**src/rtl/prog_loader.sv**
```systemverilog
// prog_loader: 16x8 instruction memory for the 4-bit CPU plus the loader that
// fills it from a valid/ready byte stream (16 program bytes + 1 checksum byte)
// and releases the CPU only once the loaded program has been verified.
//
// Ports:
//   clk_cpu     in   1  CPU clock, rising edge
//   reset       in   1  asynchronous active-low reset
//   pc          in   4  CPU fetch address
//   inst        out  8  mem[pc], combinational read
//   load_start  in   1  pulse: begin (or restart) a program load
//   wr_data     in   8  program / checksum byte
//   wr_valid    in   1  wr_data valid
//   wr_ready    out  1  loader accepts a byte this cycle (registered)
//   cpu_run     out  1  program loaded and verified (registered)
//   load_err    out  1  last load failed its checksum (registered)
module prog_loader (
   input  logic       clk_cpu,
   input  logic       reset,
   input  logic [3:0] pc,
   output logic [7:0] inst,
   input  logic       load_start,
   input  logic [7:0] wr_data,
   input  logic       wr_valid,
   output logic       wr_ready,
   output logic       cpu_run,
   output logic       load_err
);

   localparam int unsigned AW    = 4;
   localparam int unsigned DW    = 8;
   localparam int unsigned DEPTH = 16;

   typedef enum logic [2:0] {
      S_IDLE  = 3'd0,
      S_LOAD  = 3'd1,
      S_CHECK = 3'd2,
      S_RUN   = 3'd3,
      S_ERR   = 3'd4
   } state_e;

   state_e          state_q, state_d;
   logic [AW-1:0]   wr_cnt_q, wr_cnt_d;
   logic [DW-1:0]   sum_q, sum_d;
   logic            load_err_q, load_err_d;
   logic            wr_ready_q, cpu_run_q;
   logic            we_c;
   logic            xfer_c;
   logic [DW-1:0]   mem_q [DEPTH];

   // wr_ready_q is high exactly in LOAD/CHECK, so it also qualifies transfers
   assign xfer_c = wr_valid && wr_ready_q;

   // Next-state, counter/checksum and write-enable logic
   always_comb begin
      state_d    = state_q;
      wr_cnt_d   = wr_cnt_q;
      sum_d      = sum_q;
      load_err_d = load_err_q;
      we_c       = 1'b0;

      if (load_start) begin
         // A byte arriving alongside load_start is dropped on purpose
         state_d    = S_LOAD;
         wr_cnt_d   = '0;
         sum_d      = '0;
         load_err_d = 1'b0;
      end else begin
         unique case (state_q)
            S_LOAD: begin
               if (xfer_c) begin
                  we_c     = 1'b1;
                  sum_d    = sum_q + wr_data;
                  wr_cnt_d = wr_cnt_q + AW'(1);
                  if (wr_cnt_q == AW'(DEPTH - 1)) state_d = S_CHECK;
               end
            end
            S_CHECK: begin
               if (xfer_c) begin
                  if (wr_data == sum_q) begin
                     state_d = S_RUN;
                  end else begin
                     state_d    = S_ERR;
                     load_err_d = 1'b1;
                  end
               end
            end
            default: ;
         endcase
      end
   end

   // Control state and registered output decodes of the next state
   always_ff @(posedge clk_cpu or negedge reset) begin
      if (!reset) begin
         state_q    <= S_IDLE;
         wr_cnt_q   <= '0;
         sum_q      <= '0;
         load_err_q <= 1'b0;
         wr_ready_q <= 1'b0;
         cpu_run_q  <= 1'b0;
      end else begin
         state_q    <= state_d;
         wr_cnt_q   <= wr_cnt_d;
         sum_q      <= sum_d;
         load_err_q <= load_err_d;
         wr_ready_q <= (state_d == S_LOAD) || (state_d == S_CHECK);
         cpu_run_q  <= (state_d == S_RUN);
      end
   end

   // Program memory, cleared by reset so the CPU never fetches stale code
   always_ff @(posedge clk_cpu or negedge reset) begin
      if (!reset) begin
         for (int i = 0; i < int'(DEPTH); i++) mem_q[i] <= '0;
      end else if (we_c) begin
         mem_q[wr_cnt_q] <= wr_data;
      end
   end

   assign inst     = mem_q[pc];
   assign wr_ready = wr_ready_q;
   assign cpu_run  = cpu_run_q;
   assign load_err = load_err_q;

endmodule

```
**config.mk**
```make
export PLATFORM = sky130hd
export DESIGN_NAME = prog_loader
export DESIGN_NICKNAME = d
export VERILOG_FILES = /design/src/rtl/prog_loader.sv
export SDC_FILE = /design/constraint.sdc
export NUM_CORES = 1
export LEC_CHECK = 0
export CORE_ASPECT_RATIO = 1.5
export CORE_MARGIN = 2
export CORE_UTILIZATION = 60
export DETAILED_ROUTE_END_ITERATION = 10
export DONT_BUFFER_PORTS = 1
export PLACE_DENSITY_LB_ADDON = 0.1
export SLEW_MARGIN = 20
export SYNTH_ARGS = -nofsm -noshare
export SYNTH_HDL_FRONTEND = slang
export SYNTH_SLANG_ARGS = --single-unit
```
**constraint.sdc**
```tcl
create_clock -name clk_cpu -period 4.2 [get_ports clk_cpu]
set_input_delay 0.84 -clock clk_cpu [delete_from_list [all_inputs] [get_ports clk_cpu]]
set_output_delay 0.84 -clock clk_cpu [all_outputs]
set_load 0.02 [all_outputs]
```
==> results of run 1 <==
cells by family after synthesis:
kind of cell               after synthesis  synth area share
AOI/OAI and AO/OA                       32            0.0297
xor gates and xnor gates                 5           0.00605
adders and majority gates               12            0.0218
buffers and inverters                   35            0.0283
DFF                                    146             0.504
muxes                                  168             0.340
and+or+nand+nor                         76            0.0698
power by group through the flow:
stage	clock, mW	sequential [mW]	combinational, mW
after CTS	1.51	1.61	0.337
after detailed placement	0	1.63	0.336
after floorplan	0	1.60	0.322
final	1.49	1.61	0.333
after global placement	0	1.63	0.317
after global routing	1.57	1.62	0.366
metal layers:
layer,vias to the layer above,GRT usage,share of wire
li1,1793,-,-
met1,2129,0.331,0.42
met2,80,0.414,0.51
met3,23,0.0484,0.037
met4,0,0.113,0.027
met5,-,0,0
state kept, by name, indices dropped and copies added (netlist names):
signal and count:
state_q 3, wr_ready 1, sum_q 8, cpu_run 1, wr_cnt_q 4, load_err 1
mem_q 128
final cells by class:
| class | count | area share |
|---|---|---|
| Clock inverter | 10 | 0.0136 |
| Inverter | 5 | 0.00239 |
| Tap cell | 153 | 0.0244 |
| Clock buffer | 22 | 0.0617 |
| Timing Repair Buffer | 1 | 0.000957 |
| Multi-Input combinational cell | 293 | 0.431 |
| Sequential cell | 146 | 0.466 |
layout by cell type, fill, tap and decap left out, drive strengths merged, types with 2 or more instances in the layout:
| master | count |
|---|---|
| dfrtp | 146 |
| mux2 | 128 |
| mux4 | 40 |
| nand2 | 24 |
| clkbuf | 22 |
| ha | 11 |
| a21oi | 10 |
| nor2 | 9 |
| clkinv | 7 |
| nand3 | 6 |
| inv | 5 |
| nor3 | 5 |
| and2 | 5 |
| nor2b | 4 |
| a211oi | 4 |
| xnor2 | 3 |
| nand4 | 3 |
| o21bai | 3 |
| o21ai | 3 |
| or4 | 3 |
| nor4 | 3 |
| or2 | 3 |
| a31oi | 2 |
| nand2b | 2 |
| nand4b | 2 |
| nand3b | 2 |
| a21o | 2 |
| or3 | 2 |
| xor2 | 2 |
| o2111ai | 2 |
| bufinv | 2 |
path summary, 6_finish.rpt:
check / start / to
hold reg to reg: mem_q[54] / mem_q[54]
min in group clk_cpu: load_start / wr_cnt_q[1]
setup reg to reg: wr_ready / mem_q[0]
setup / recovery: pc[0] / inst[5]
max in group asynchronous: reset / mem_q[34]
hold / removal: reset / mem_q[16]
through the flow:
stage	util	total power, mW
6_report	0.660	3.43
5_1_grt	0.660	3.56
4_1_cts	0.660	3.45
3_5_place_dp	0.610	1.97
3_3_place_gp	0.610	1.95
2_1_floorplan	-	1.92
==> flow_summary.toml, run 1 <==
[status]
status = "complete, no violations"

[placement]
post_dp_cell_area_um2 = 7260
dp_hpwl_mm = 9.64
portBuffers = 0
pre_cts_ws_ns = 1.39
placed_cells = 598
gp_congestion = 0.780

[worst_setup_path]
crit_required_ns = 3.36
cp_cell_sequence = "mux4_1, mux4_2"
cp.depth = 2
crit_buf_inv = 0
end_kind = "output port"
crit_type = "in -> out"
rr_worst_depth = 5
slowest_stage = "mux4_2"
cp-start-kind = "primary input"
max_stage_delay_ns = 0.57
r2r_setup_slack_ns = 1.99
arrival_ns = 1.98
crit_family = "multiplexers"
critPathMaxFanout = 32

[global_routing]
first_global_vias = 4420
overflow = 0
grt_usage = 0.254
antenna_found_initial = 0
grt_pass1_wl_mm = 24.5
grt_max_degree = 147

[yosys]
synth_top_cell_by_area = "dfrtp_1"
yosysMostFrequentCell = "dfrtp_1"
synth-seq-cells = 146
synth_warnings = 0
netlist_instances = 474
syn_nets = 502
ys.flop_type = "dfrtp_1"
synthTopCellsByArea = "dfrtp_1 (50%), mux2_2 (14%), mux4_1 (8.7%)"
yosysSeqAreaShare = 0.504
synth.avg_cell_area_um2 = 15.3
synthesis.area_um2 = 7240
synth_common_cells = "dfrtp_1 (146), mux2_2 (92), mux2_1 (28), mux4_1 (24), mux4_2 (16)"
synth_top_cell_area_share = 0.504
synth_cell_types = 53
synth_edf_count = 0
async_reset_ff_frac = 1.00

[hold_path]
hold_class = "in -> async"

[detailed_routing]
drtAntennaViolNets = 0
num_vias = 4025
avgRoutedWirePerCell_um = 23.9
viasPerCell = 6.39
drc = 0
drt_wl_total_mm = 15.0
drt_iter0_markers = 202
drt_pass1_iterations = 4

[finish]
nets = 492
seqCellArea_um2 = 3650
diodes = 0
stdcell_area_um2 = 7850
instances_no_fill = 630
multi_input_area_um2 = 3380
fill_cells = 844
drive_above_1_share = 0.350
area_growth_pct = 8.33

[timing]
tightestPinTransition_ns = 0.534
finalSetupTns_ns = 0
hold_slack_ns = 0.121
slew_headroom = 0.644
fin_crit_sh = 0.672
drv_slew = 0
grt_setup_unrepaired = "false"
fin_crit_ns = 2.82
max_freq_mhz = 354
finalClockSkew_ns = 0.00997
setup_viol = 0
setup_slack_ns = 1.38
hold_viol_final = 0

[clock_network]
cts_hold_buffers = 0
clkSinkCount = 146
cts_root_buf = "clkbuf_16"
post_cts_resized = 0
path_clk_slew_ns = 0.06
post-cts-setup-buffers = 0
cts_tree = "yes"
clock_latency_ns = 0.42
cts_max_level = 4
clk_path_buf_depth = 2
cts_buffers = 17

[die]
die_h_um = 139
placementRows = 49
die_w_um = 93.7
dieArea_um2 = 13000
boundaryPins = 27
initial_core_util = 0.609
fp.coreArea_um2 = 11900

[power]
p_int_mw = 2.67
combPwrFrac = 0.097
p_leak_nw = 3.89
power_frac_clock = 0.434
p_seq_frac = 0.469
power-per-cell-area_nw_per_um2 = 437
switching_share = 0.221
p_switching_uw = 756
vdd_drop_max_mv = 0.288

[flow_run]
cap_violations = 0
Note: power is estimated with default switching activity, not from simulation.
==> run 2, diff against run 1 <==
Clock period 4.2 ns to 2.65 ns, I/O delays scaled along.
==> run 2 against run 1 <==
Compared with the run above: the flow now finishes with violations (hold timing); critical path depth did not move; final area about the same; via count increased by 0.57%; non-clock buffer count is the same; hold slack got worse by 0.31 ns; sequential share of layout area about the same; highest routed layer unchanged.
==> flow_summary.toml, run 2 (same netlist as run 1, synthesis figures left out) <==
[status]
status = "finished, violations left"
violations = "hold timing"

[power]
vdd_drop_max_mv = 0.472
switching_share = 0.215
p_leak_nw = 3.89
p_seq_frac = 0.463
power_frac_clock = 0.441
p_int_mw = 4.31
power-per-cell-area_nw_per_um2 = 700
combPwrFrac = 0.096
p_switching_mw = 1.18

[timing]
setup_slack_ns = 0.247
hold_slack_ns = -0.192
drv_slew = 0
fin_crit_ns = 2.40
slew_headroom = 0.641
finalSetupTns_ns = 0
finalClockSkew_ns = 0.0144
tightestPinTransition_ns = 0.539
max_freq_mhz = 416
fin_crit_sh = 0.907
grt_setup_unrepaired = "false"
hold_viol_final = 146
setup_viol = 0

[clock_network]
cts_root_buf = "clkbuf_16"
path_clk_slew_ns = 0.06
clock_latency_ns = 0.42
clk_path_buf_depth = 2
clkSinkCount = 146
cts_buffers = 17
cts_max_level = 4
post-cts-setup-buffers = 0
post_cts_resized = 0
cts_tree = "yes"

[worst_setup_path]
crit_type = "reg -> out"
cp_cell_sequence = "mux4_1, mux4_2"
r2r-start = "wr_ready"
slowest_stage = "mux4_2"
end_kind = "output port"
max_stage_delay_ns = 0.56
arrival_ns = 1.87
r2r_setup_slack_ns = 0.45
critPathMaxFanout = 2
reg2reg_to = "mem_q[95]"
crit_required_ns = 2.12
rr_worst_depth = 5
cp-start-kind = "register"

[die]
fp.coreArea_um2 = 11900
dieArea_um2 = 13000
die_w_um = 93.7
boundaryPins = 27
placementRows = 49
initial_core_util = 0.609
die_h_um = 139

[finish]
nets = 492
layout_commonest_cell = "dfrtp_1"
largest_reg_flops = 128
fill_cells = 833
area_growth_pct = 8.40
diodes = 0
stdcell_area_um2 = 7850
largestRegisters = "mem_q: 128 flops, sum_q: 8 flops, wr_cnt_q: 4 flops"
top_register = "mem_q"
layout_common_cells = "dfrtp_1 (146), mux2_2 (92), mux2_1 (28), mux4_1 (24), clkbuf_16 (17)"
drive_above_1_share = 0.347

[global_routing]
overflow = 0
first_global_vias = 4332
grt_usage = 0.252
antenna_found_initial = 0
grt_max_degree = 147
grt_pass1_wl_mm = 24.0

[detailed_routing]
drt_wl_total_mm = 15.0
drt_pass1_iterations = 4
viasPerCell = 6.45
drc = 0
avgRoutedWirePerCell_um = 23.9
num_vias = 4048
drtAntennaViolNets = 0
drt_iter0_markers = 213

[placement]
gp_congestion = 0.760
dp_hpwl_mm = 9.38
pre_cts_ws_ns = 0.473
post_dp_cell_area_um2 = 7260
portBuffers = 0

[hold_path]
hold_class = "in -> async"

[flow_run]
cap_violations = 0
run 2: cell types whose count changed in the layout (fill, tap and decap cells not counted), sizes merged:
cell / change
clkbuf: -4
bufinv: +2
run 2: metal layers:
metal  up-vias  global-route usage  part of all wire
met3        21              0.0500             0.035
met5         -                   0                 0
met1      2160               0.323              0.41
li1       1779                   -                 -
met4         0              0.0953             0.024
met2        88               0.422              0.53
run 2: critical path, delay by kind of cell, from the launching register on:
kind | cells | cell delay, ns
mux | 2 | 1.08
flops | 1 | 0.38
run 2: power groups by stage:
| stage | clock network, mW | registers [mW] | logic [mW] |
|---|---|---|---|
| 6_report | 2.42 | 2.54 | 0.529 |
| 5_1_grt | 2.56 | 2.56 | 0.579 |
| 2_1_floorplan | 0 | 2.54 | 0.510 |
| 3_3_place_gp | 0 | 2.57 | 0.506 |
| 4_1_cts | 2.47 | 2.54 | 0.534 |
| 3_5_place_dp | 0 | 2.58 | 0.531 |
run 2: through the flow:
stage | util | cells | power [mW]
after detailed placement | 0.610 | 598 | 3.11
after floorplan | - | 474 | 3.05
after CTS | 0.660 | 628 | 5.55
after global routing | 0.660 | 628 | 5.70
final | 0.660 | 628 | 5.49
after global placement | 0.610 | 598 | 3.08
run 2: final cells by class:
type                            count  area (um2)  share of cell area
Clock buffer                       18         429              0.0547
Clock inverter                     12         166              0.0212
Inverter                            5        18.8             0.00239
Multi-Input combinational cell    293        3380               0.431
Sequential cell                   146        3650               0.465
Tap cell                          153         191              0.0244
Timing Repair Buffer                1        7.51            0.000956
run 2: worst max-delay path by stage:
| stage | from | endpoint | slack [ns] | cells past startpoint |
|---|---|---|---|---|
| CTS | mem_q[118] | inst[6] | 0.22 | 2 |
| global route | mem_q[118] | inst[6] | 0.21 | 2 |
| floorplan | pc[0] | inst[0] | 0.28 | 4 |
| finish | mem_q[118] | inst[6] | 0.25 | 2 |
| global placement | pc[0] | inst[5] | 0.49 | 2 |
| detailed placement | pc[0] | inst[2] | 0.47 | 2 |
==> run 3, diff against run 2 <==
Settings changed: CORE_UTILIZATION 60 to 45, HOLD_SLACK_MARGIN set to 0.15.
==> run 3 against run 2 <==
Compared with the run above: the run still ends with hold timing left; core utilization decreased by 16 points; final area up 0.56%; global-route usage shrank 5.4 points; routed wire length grew 5.5%; clock skew decreased by 0.0032 ns; die area grew 32%; register-to-register slack better by 0.03 ns; clock power down 3%; setup slack improved by 0.0061 ns; critical path depth unchanged; largest power group unchanged; highest routed layer unchanged.
==> flow_summary.toml, run 3 (same netlist as run 1, synthesis figures left out) <==
[placement]
dp_hpwl_mm = 9.95
portBuffers = 0
post_dp_cell_area_um2 = 7320
gp_congestion = 0.733
pre_cts_ws_ns = 0.443
placed_cells = 648

[detailed_routing]
avgRoutedWirePerCell_um = 23.4
drt_iter0_markers = 167
viasPerCell = 5.91
drt_pass1_iterations = 4
drc = 0
drtAntennaViolNets = 0
drt_wl_total_mm = 15.9
num_vias = 4015

[die]
die_h_um = 159
boundaryPins = 27
fp.coreArea_um2 = 15700
dieArea_um2 = 17100
placementRows = 56
initial_core_util = 0.461
die_w_um = 108

[worst_setup_path]
critPathMaxFanout = 2
end_kind = "output port"
arrival_ns = 1.87
crit_type = "reg -> out"
cp-start-kind = "register"
crit_required_ns = 2.12

[clock_network]
post-cts-setup-buffers = 0
post_cts_resized = 0
cts_root_buf = "clkbuf_16"
cts_max_level = 4
path_clk_slew_ns = 0.06
cts_tree = "yes"
clock_latency_ns = 0.41
clk_path_buf_depth = 2
cts_buffers = 17
clkSinkCount = 146

[timing]
hold_slack_ns = -0.188
tightestPinTransition_ns = 0.538
fin_crit_sh = 0.905
drv_slew = 0
setup_viol = 0
max_freq_mhz = 417
grt_setup_unrepaired = "false"
setup_slack_ns = 0.253
finalClockSkew_ns = 0.0112
slew_headroom = 0.641
finalSetupTns_ns = 0
hold_viol_final = 146
fin_crit_ns = 2.40

[global_routing]
antenna_found_initial = 0
grt_pass1_wl_mm = 25.1
overflow = 0
met3_usage = 0.0381
grt_usage = 0.198
grt_max_degree = 147
grt.busiest_layer = "met2"
met2_usage = 0.329
first_global_vias = 4257
use_met1 = 0.264

[hold_path]
hold_class = "in -> async"

[finish]
drive_above_1_share = 0.349
nets = 492
instances_no_fill = 679
area_growth_pct = 9.00
layout_commonest_cell = "dfrtp_1"
layout_common_cells = "dfrtp_1 (146), mux2_2 (92), mux2_1 (28), mux4_1 (24), clkbuf_16 (17)"
largestRegisters = "mem_q: 128 flops, sum_q: 8 flops, wr_cnt_q: 4 flops"
top_register = "mem_q"
largest_reg_flops = 128
diodes = 0
stdcell_area_um2 = 7900

[power]
power-per-cell-area_nw_per_um2 = 686
report.power.total_mw = 5.42
vdd_drop_max_mv = 0.387
p_leak_nw = 3.86

[flow_run]
cap_violations = 0

[status]
violations = "hold timing"
status = "finished, violations left"
## run 3: cell types whose count changed in the layout (fill, tap and decap cells not counted)
cell and delta:
clkbuf_8 +1, clkinvlp_4 +4, bufinv_16 -2, inv_6 +2, clkinv_2 -4
## run 3: area by class of cell
| class | count | area [um2] |
|---|---|---|
| clock buffer | 19 | 443 |
| inverter | 5 | 18.8 |
| clock inverter | 12 | 134 |
| timing repair buffer | 1 | 7.51 |
| multi-input combinational | 293 | 3380 |
| sequential | 146 | 3650 |
| fill | 1331 | 7800 |
| tap | 203 | 254 |
## run 3: stage by stage
stage	hold WS [ns]	util
5_1_grt	-0.213	0.503
6_report	-0.188	0.503
4_1_cts	-0.204	0.503
3_3_place_gp	0.238	0.466
2_1_floorplan	0.234	-
3_5_place_dp	0.238	0.466
## run 3: routing by layer
layer,wire length (um),vias to the layer above
met5,0,-
met4,200,0
met3,405,10
met2,8230,59
met1,7030,2156
li1,-,1790
## run 3: final timing paths
kind                       startpoint     endpoint  slack [ns]  depth (start not counted)
max in group asynchronous       reset    mem_q[11]        2.64                          0
min in group clk_cpu       load_start  wr_cnt_q[1]        0.18                          1
setup reg to reg             wr_ready    mem_q[52]        0.48                          5
hold / removal                  reset   mem_q[102]       -0.19                          0
hold reg to reg             mem_q[80]    mem_q[80]        0.48                          1
setup / recovery             mem_q[4]      inst[4]        0.25                          2
## run 3: power by group
part	switching [mW]	total (mW)	internal, mW
Sequential	0.107	2.54	2.43
Clock	0.943	2.35	1.41
Combinational	0.204	0.529	0.325
Total	1.25	5.42	4.17
## run 3: worst max-delay path, cell delays in order, from the launching register on
cell and delay, ns:
dfrtp_1 0.38, mux4_2 0.50, mux4_2 0.58
